==> config.mk <==
export PLATFORM = sky130hd
export DESIGN_NAME = conv3x3_window_gen
export DESIGN_NICKNAME = d
export VERILOG_FILES = /design/src/rtl/conv3x3_window_gen_pkg.sv /design/src/rtl/conv_line_buffer.sv /design/src/rtl/conv3x3_window_gen.sv
export SDC_FILE = /design/constraint.sdc
export NUM_CORES = 1
export LEC_CHECK = 0
export CAP_MARGIN = 20
export CORE_ASPECT_RATIO = 2
export CORE_MARGIN = 2
export CORE_UTILIZATION = 60
export CTS_BUF_LIST = sky130_fd_sc_hd__clkbuf_16
export DETAILED_ROUTE_END_ITERATION = 8
export HOLD_SLACK_MARGIN = 0.03
export PLACE_DENSITY = 0.86
export SLEW_MARGIN = 5
export SYNTH_ARGS = -nofsm -noshare
export SYNTH_HDL_FRONTEND = slang
export SYNTH_SLANG_ARGS = --single-unit
==> constraint.sdc <==
create_clock -name iClk -period 4.5 [get_ports iClk]
set_input_delay 0.45 -clock iClk [delete_from_list [all_inputs] [get_ports iClk]]
set_output_delay 0.45 -clock iClk [all_outputs]
set_load 0.005 [all_outputs]
==> src/rtl/conv3x3_window_gen_pkg.sv <==
// Shared defaults and derived constants for the 3x3 streaming window generator.
package conv3x3_window_gen_pkg;

  localparam int DEF_WI    = 8;
  localparam int DEF_IMG_W = 28;
  localparam int DEF_IMG_H = 28;

  // Number of valid-padding 3x3 windows in a w x h image.
  function automatic int win_per_map(input int w, input int h);
    return (h - 2) * (w - 2);
  endfunction

  localparam int WIN_PER_MAP = win_per_map(DEF_IMG_W, DEF_IMG_H);
  localparam int COL_W       = $clog2(DEF_IMG_W);
  localparam int ROW_W       = $clog2(DEF_IMG_H);

endpackage

==> src/rtl/conv_line_buffer.sv <==
// One image-row delay line: reads the old value at addr and overwrites it
// with din in the same accepted cycle. The read is combinational so the
// displaced pixel can join the window on the same edge as the incoming pixel.
module conv_line_buffer #(
  parameter int WI    = 8,
  parameter int DEPTH = 28,
  parameter int AW    = $clog2(DEPTH)
) (
  input  logic          clk,
  input  logic          en,
  input  logic [AW-1:0] addr,
  input  logic [WI-1:0] din,
  output logic [WI-1:0] dout
);

  logic [WI-1:0] mem [DEPTH];

  assign dout = mem[addr];

  // Replace the entry at addr once its old value has been read out.
  always_ff @(posedge clk) begin
    if (en) begin
      mem[addr] <= din;
    end
  end

endmodule

==> src/rtl/conv3x3_window_gen.sv <==
// Streaming 3x3 sliding-window generator: raster pixels in, packed 3x3
// valid-padding windows out, plus an end-of-frame strobe and frame counter.
module conv3x3_window_gen
  import conv3x3_window_gen_pkg::*;
#(
  parameter int WI    = DEF_WI,
  parameter int IMG_W = DEF_IMG_W,
  parameter int IMG_H = DEF_IMG_H
) (
  input  logic            iClk,
  input  logic            iRst,
  input  logic            iPixValid,
  input  logic [WI-1:0]   iPixData,
  output logic            oValid,
  output logic [3*WI-1:0] oWindowRow1,
  output logic [3*WI-1:0] oWindowRow2,
  output logic [3*WI-1:0] oWindowRow3,
  output logic            oMapDone,
  output logic [1:0]      oPass
);

  localparam int CW = $clog2(IMG_W);
  localparam int RW = $clog2(IMG_H);
  localparam logic [CW-1:0] COL_LAST = CW'(IMG_W - 1);
  localparam logic [RW-1:0] ROW_LAST = RW'(IMG_H - 1);

  logic [CW-1:0] col_reg;
  logic [RW-1:0] row_reg;
  logic [1:0]    pass_reg;
  logic          valid_reg;
  logic          done_pend_reg;
  logic          done_reg;

  logic          accept;
  logic          col_last;
  logic          row_last;
  logic          win_ok;
  logic [WI-1:0] lb0_out;
  logic [WI-1:0] lb1_out;
  logic [WI-1:0] new_col [3];
  logic [3*WI-1:0] rows [3];

  // A pixel arriving together with reset is dropped.
  assign accept   = iPixValid & ~iRst;
  assign col_last = (col_reg == COL_LAST);
  assign row_last = (row_reg == ROW_LAST);
  assign win_ok   = (row_reg >= RW'(2)) && (col_reg >= CW'(2));

  // LB0 holds the previous row; whatever it displaces becomes the row before.
  conv_line_buffer #(
    .WI    (WI),
    .DEPTH (IMG_W),
    .AW    (CW)
  ) u_lb0 (
    .clk  (iClk),
    .en   (accept),
    .addr (col_reg),
    .din  (iPixData),
    .dout (lb0_out)
  );

  conv_line_buffer #(
    .WI    (WI),
    .DEPTH (IMG_W),
    .AW    (CW)
  ) u_lb1 (
    .clk  (iClk),
    .en   (accept),
    .addr (col_reg),
    .din  (lb0_out),
    .dout (lb1_out)
  );

  // Incoming right-hand column: oldest row on top, live pixel at the bottom.
  assign new_col[0] = lb1_out;
  assign new_col[1] = lb0_out;
  assign new_col[2] = iPixData;

  genvar gi;
  generate
    for (gi = 0; gi < 3; gi++) begin : g_win_row
      logic [WI-1:0] taps_reg [3];

      // Shift this window row left by one column per accepted pixel.
      always_ff @(posedge iClk) begin
        if (iRst) begin
          taps_reg[0] <= '0;
          taps_reg[1] <= '0;
          taps_reg[2] <= '0;
        end else if (accept) begin
          taps_reg[0] <= taps_reg[1];
          taps_reg[1] <= taps_reg[2];
          taps_reg[2] <= new_col[gi];
        end
      end

      // Leftmost column lands in the MSBs.
      assign rows[gi] = {taps_reg[0], taps_reg[1], taps_reg[2]};
    end
  endgenerate

  // Raster position and completed-frame count advance only on accepted pixels.
  always_ff @(posedge iClk) begin
    if (iRst) begin
      col_reg  <= '0;
      row_reg  <= '0;
      pass_reg <= '0;
    end else if (accept) begin
      if (col_last) begin
        col_reg <= '0;
        if (row_last) begin
          row_reg  <= '0;
          pass_reg <= pass_reg + 2'd1;
        end else begin
          row_reg <= row_reg + 1'b1;
        end
      end else begin
        col_reg <= col_reg + 1'b1;
      end
    end
  end

  // Window valid follows its completing pixel by one cycle; the frame-done
  // strobe is staged one cycle further so it never overlaps the last window.
  always_ff @(posedge iClk) begin
    if (iRst) begin
      valid_reg     <= 1'b0;
      done_pend_reg <= 1'b0;
      done_reg      <= 1'b0;
    end else begin
      valid_reg     <= accept & win_ok;
      done_pend_reg <= accept & col_last & row_last;
      done_reg      <= done_pend_reg;
    end
  end

  assign oValid      = valid_reg;
  assign oWindowRow1 = rows[0];
  assign oWindowRow2 = rows[1];
  assign oWindowRow3 = rows[2];
  assign oMapDone    = done_reg;
  assign oPass       = pass_reg;

endmodule

After elaboration in Yosys (flattened, before gate mapping)

Memory sizes are Yosys's and may differ from the RTL's. A register that Yosys moved wholly into a read port is not among the register bits.
Cells that the tools add are included.

RAM bits: 520
Memories: 5
Flip-flop bits (word level): 15
Bits of input ports: 11
Output and inout port bits: 76
Word-level logic and storage cells: 56

Memories:

| memory                | depth | bits a word | rd ports | clocked after memory_dff | write ports | RTL line                 | RTL |
|---|---|---|---|---|---|---|---|
| u_lb0.mem             | 28    | 8           | 1        | 1                        | 1           | conv_line_buffer.sv:16   | `logic [WI-1:0] mem [DEPTH];` |
| u_lb1.mem             | 28    | 8           | 1        | 1                        | 1           | conv_line_buffer.sv:16   |  |
| g_win_row[0].taps_reg | 3     | 8           | 3        | 0                        | 3           | conv3x3_window_gen.sv:82 | `logic [WI-1:0] taps_reg [3];` |
| g_win_row[1].taps_reg | 3     | 8           | 3        | 0                        | 3           | conv3x3_window_gen.sv:82 |  |
| g_win_row[2].taps_reg | 3     | 8           | 3        | 0                        | 3           | conv3x3_window_gen.sv:82 |  |

Reduce and logical (&&, ||, !) cells: 3
$add $sub $neg: 3
Multiplexer cells: 21
Bitwise logic cells: 14
Order comparisons: 2
Equal/unequal tests: 2

Operators with widths:

| kind                  | number |
|---|---|
| $mux W8               | 9 |
| $mux W5               | 6 |
| $add A5 B1 Y5 const B | 2 |
| $eq A5 B5 Y1 const B  | 2 |
| $ge A5 B2 Y1 const B  | 2 |
| $or A1 B1 Y1          | 9 |
| $mux W1               | 6 |
| $and A1 B1 Y1         | 4 |
| $reduce_and A3 Y1     | 1 |
| $add A2 B1 Y2 const B | 1 |
| $reduce_and A2 Y1     | 1 |
| $logic_and A1 B1 Y1   | 1 |
| $not A1 Y1            | 1 |

Longest topological paths before layout

Depth in word-level cells: 6
Gate-level depth with buffers: 9
Gate-level depth less buffers: 5

Hierarchy

Synthesis repeated with hierarchy kept, for this count alone.

Cell total of the unflattened synthesis: 1141
Area total of the unflattened synthesis: 20986.4 µm²

Modules (own cells, without submodules):

| module             | cells each | area an instance (µm²) | instances | seq. area each (µm²) |
|---|---|---|---|---|
| conv_line_buffer   | 454        | 8799.7                 | 2         | 6726.5 |
| conv3x3_window_gen | 233        | 3387.0                 | 1         | 2462.4 |

Worst setup path after synthesis

Ideal clock, no wire load.

Path kind: reg2reg
Start point: register with a tool-made name
End point: memory u_lb1.mem[0][6] (data pin)
Arrival time: 2566 ps
Data required time: 4065 ps
Path slack: 1498 ps
Path buffers: 4
Stages on the path, launching flop included: 9
Library setup time: 435 ps
Period minus slack after synthesis: 3002 ps
Cells stage by stage: dfxtp_1 buf_6 buf_8 buf_8 buf_4 mux2i_1 a22oi_1 a21oi_1 a211oi_1

RTL lines:

| what      | RTL line |
|---|---|
| to (decl) | conv_line_buffer.sv:16 |

==> results.md <==
* Status: finished clean
* Fmax at 284 MHz
* Synth area leaders: edfxtp_1 (75%), mux4_2 (8.0%), mux2i_1 (3.2%), dfxtp_1 (1.9%), and2_1 (1.8%)
* Pre-CTS setup slack at 1.26 ns
* RR Endpoint: u_lb1.mem[8][5]
* PortBufs at 86
* Maximum fanout along the worst path at 37
* Final worst path period share at 78.2%
* Final WS setup at 0.983 ns
* Busiest grt layer: met2
* Setup Viol. Count Final at 0
* Setup TNS at 0 ns
* Final RePlAce weighted congestion at 0.845
* Area of the multi-input gates at 4530 um^2
* DR WL/cell at 32.8 um
* Pwr Total at 10.2 mW
* Synth area leader: edfxtp_1
* Crit-path max cell delay at 0.87 ns
* Asr flop ratio synth at 0%
* Switching part of the total at 20.8%
* Most common cell after layout, fill and taps aside: edfxtp_1
* Grt ovf at 0
* Tmin final at 3.52 ns
* Syn Std Cell Area at 20900 um^2
* Initial antenna violation count at 2
* Hold Slack at 0.469 ns
* Crit-path slowest cell: a211oi_1
* RSZ-0062 raised after global routing: false
* First-pass GRT wire length at 76900 um
* Int Pwr at 8.06 mW
* Post-synthesis area per instance at 19.9 um^2
* Met2 GRT Util at 51.2%
* Clk_lat worst skew at 0.56 ns
* CTS buffer count at 42
* Met3 Resource Use GR at 5.68%
* Vias in the first global route at 11522
* TritonCTS clock tree: yes
* Die Height at 268 um
* Routed WL at 54200 um
* Worst Path Arrival at 3.77 ns
* Area share of the largest cell type after synthesis at 74.7%
* Pleak at 7.85 nW
* Seq pwr share at 55.6%
* GR Util All Layers at 29.9%
* CTS HTree Levels at 2
* Clk buf depth at 3
* Most frequent CP cell: buf_4
* Most frequent cells in the layout: edfxtp_1 (520), clkdlybuf4s50_1 (86), mux4_2 (74), mux2i_1 (66), and2_1 (60)
* Tightest Hold Check Type: flip-flop to flip-flop
* Gate power share at 5.6%
* Postcts setup bufs at 0
* Vias at 11616
* Synth warnings at 0
* M1 GR Usage at 33.5%
* Reg clk slew, reported paths at 0.08 ns
* Fillers at 1887
* Starting DRT DRC Count at 1834
* Area growth, synth to finish at 14.6%
* Remaining DRCs at 0
* Synth unique cells at 57
* Clock Sinks at 540
* Layout cell share with drive strength beyond 1 at 17.7%
* Clk pwr share at 38.8%
* Syn_nets at 1071
* R2r setup slk at 0.98 ns
* Dpl hpwl at 31500 um
* Register Area at 16000 um^2
* Critical path cell sequence: buf_4, mux4_2, and2_1, a211oi_1, a211oi_2, buf_4
* PwrDens at 425 nW/um^2
* CORE AREA at 34400 um^2
* Post-DRT Antenna Nets at 0
* Largest net degree at the start of global routing at 73
* Top_reg_cell synth: edfxtp_1
* FP Rows at 96
* CTS resizes at 0
* Final Hold Violating Endpoints at 0
* Layout Nets at 1197
* Crit path to: u_lb1.mem[8][5]
* Antenna diodes at 0
* VDD IR max at 396 uV
* Flops & latches, synth at 540
* Worst EP required at 4.76 ns
* Reg2Reg Depth at 6
* Vias per cell at 7.02
* Die width at 136 um
* EDFF count, synth at 520
* Max_slew headroom at 18.9%
* Max cap viols at 0
* Initial core utilization at 60.9%
* Post-Place Cells at 1570
* Pre-Repair DR Iteration Count at 6
* Critical path endpoint category: flip-flop
* Worst Setup Path Type: flip-flop to flip-flop
* Cts hold-fix bufs at 0
* Switch Pwr at 2.12 mW
* Slew Limit Fails at 0
* Cell Count, Final, Fillers Out at 1654
* Ports at 87
* Mapped Cells at 1053
* Register area share after synthesis at 76.6%
* Die Area at 36400 um^2
* Worst-Margin Slew at 1.21 ns
* Clk root buf: clkbuf_16
* Critical path startpoint category: flip-flop
* Clock Skew at 0.0200 ns
## metal layers
| metal | share of wire (%) | routed length, um | vias up |
|---|---|---|---|
| met5 | 0.057 | 31 | - |
| met4 | 8.8 | 4740 | 4 |
| met3 | 9.7 | 5260 | 289 |
| met2 | 51 | 27800 | 1092 |
| met1 | 30 | 16300 | 5732 |
| li1 | - | - | 4499 |
## worst max-delay path: cells and delay by family, from the launching register on
| family | cells | cell delay (ns) |
|---|---|---|
| compound gates | 2 | 0.95 |
| buf+inv | 2 | 0.71 |
| flops | 1 | 0.79 |
| simple gates | 1 | 0.18 |
| mux | 1 | 0.54 |
## power by group through the flow
stage	sequential, mW	combinational, mW	clock [mW]
2_1_floorplan	5.75	0.295	0
3_3_place_gp	5.77	0.509	0
3_5_place_dp	5.77	0.535	0
4_1_cts	5.66	0.546	3.94
5_1_grt	5.66	0.603	4.11
6_report	5.66	0.575	3.95
## metrics by stage
step / area (um^2) / utilization, %
5_1_grt: 24000 / 69.8
2_1_floorplan: 20900 / -
6_report: 24000 / 69.8
3_5_place_dp: 22400 / 65.2
4_1_cts: 23900 / 69.4
3_3_place_gp: 22400 / 65.1
## cells by family (layout without fill, tap and decap cells)
group,count (synthesis),after routing,share of synthesized area [%]
compound gates,98,98,3.37
flops,540,540,76.6
buf+inv,66,226,1.92
fa+ha+maj,7,7,0.419
simple gates,181,181,4.56
mux,156,156,12.9
xor+xnor,5,5,0.209
## worst min-delay path by stage
| stage | start | end | slack (ns) | depth (start not counted) |
|---|---|---|---|---|
| after CTS | done_pend_reg | oMapDone | 0.47 | 1 |
| after global routing | done_pend_reg | oMapDone | 0.48 | 1 |
| after detailed placement | done_pend_reg | oMapDone | 0.43 | 1 |
| after floorplan | done_pend_reg | oMapDone | 0.41 | 1 |
| final | done_pend_reg | oMapDone | 0.47 | 1 |
| after global placement | done_pend_reg | oMapDone | 0.42 | 1 |
## synth_stat cells, types with 4 or more instances
cell type  instances
inv_1              7
dfxtp_1           20
nand3_1           13
edfxtp_1         520
a21boi_0           5
nand2_1           27
mux4_1            13
o211ai_1           5
mux2i_1           66
a22oi_1           19
nor2b_1            6
o21ai_0           10
a221oi_1           5
nor2_1            45
a211oi_1          11
ha_1               7
and3_1             5
buf_8              5
a21oi_1           15
a2111oi_0          4
a31oi_1            5
mux4_2            74
buf_4              6
clkbuf_1          32
buf_2              8
and2_1            60
## layout make-up
| class | count | area share [%] |
|---|---|---|
| sequential | 540 | 66.8 |
| multi-input combinational | 447 | 18.9 |
| timing repair buffer | 140 | 5.70 |
| clock buffer | 46 | 4.80 |
| tap | 441 | 2.30 |
| clock inverter | 32 | 1.33 |
| inverter | 8 | 0.125 |
Note: power is estimated with default switching activity, not from simulation.
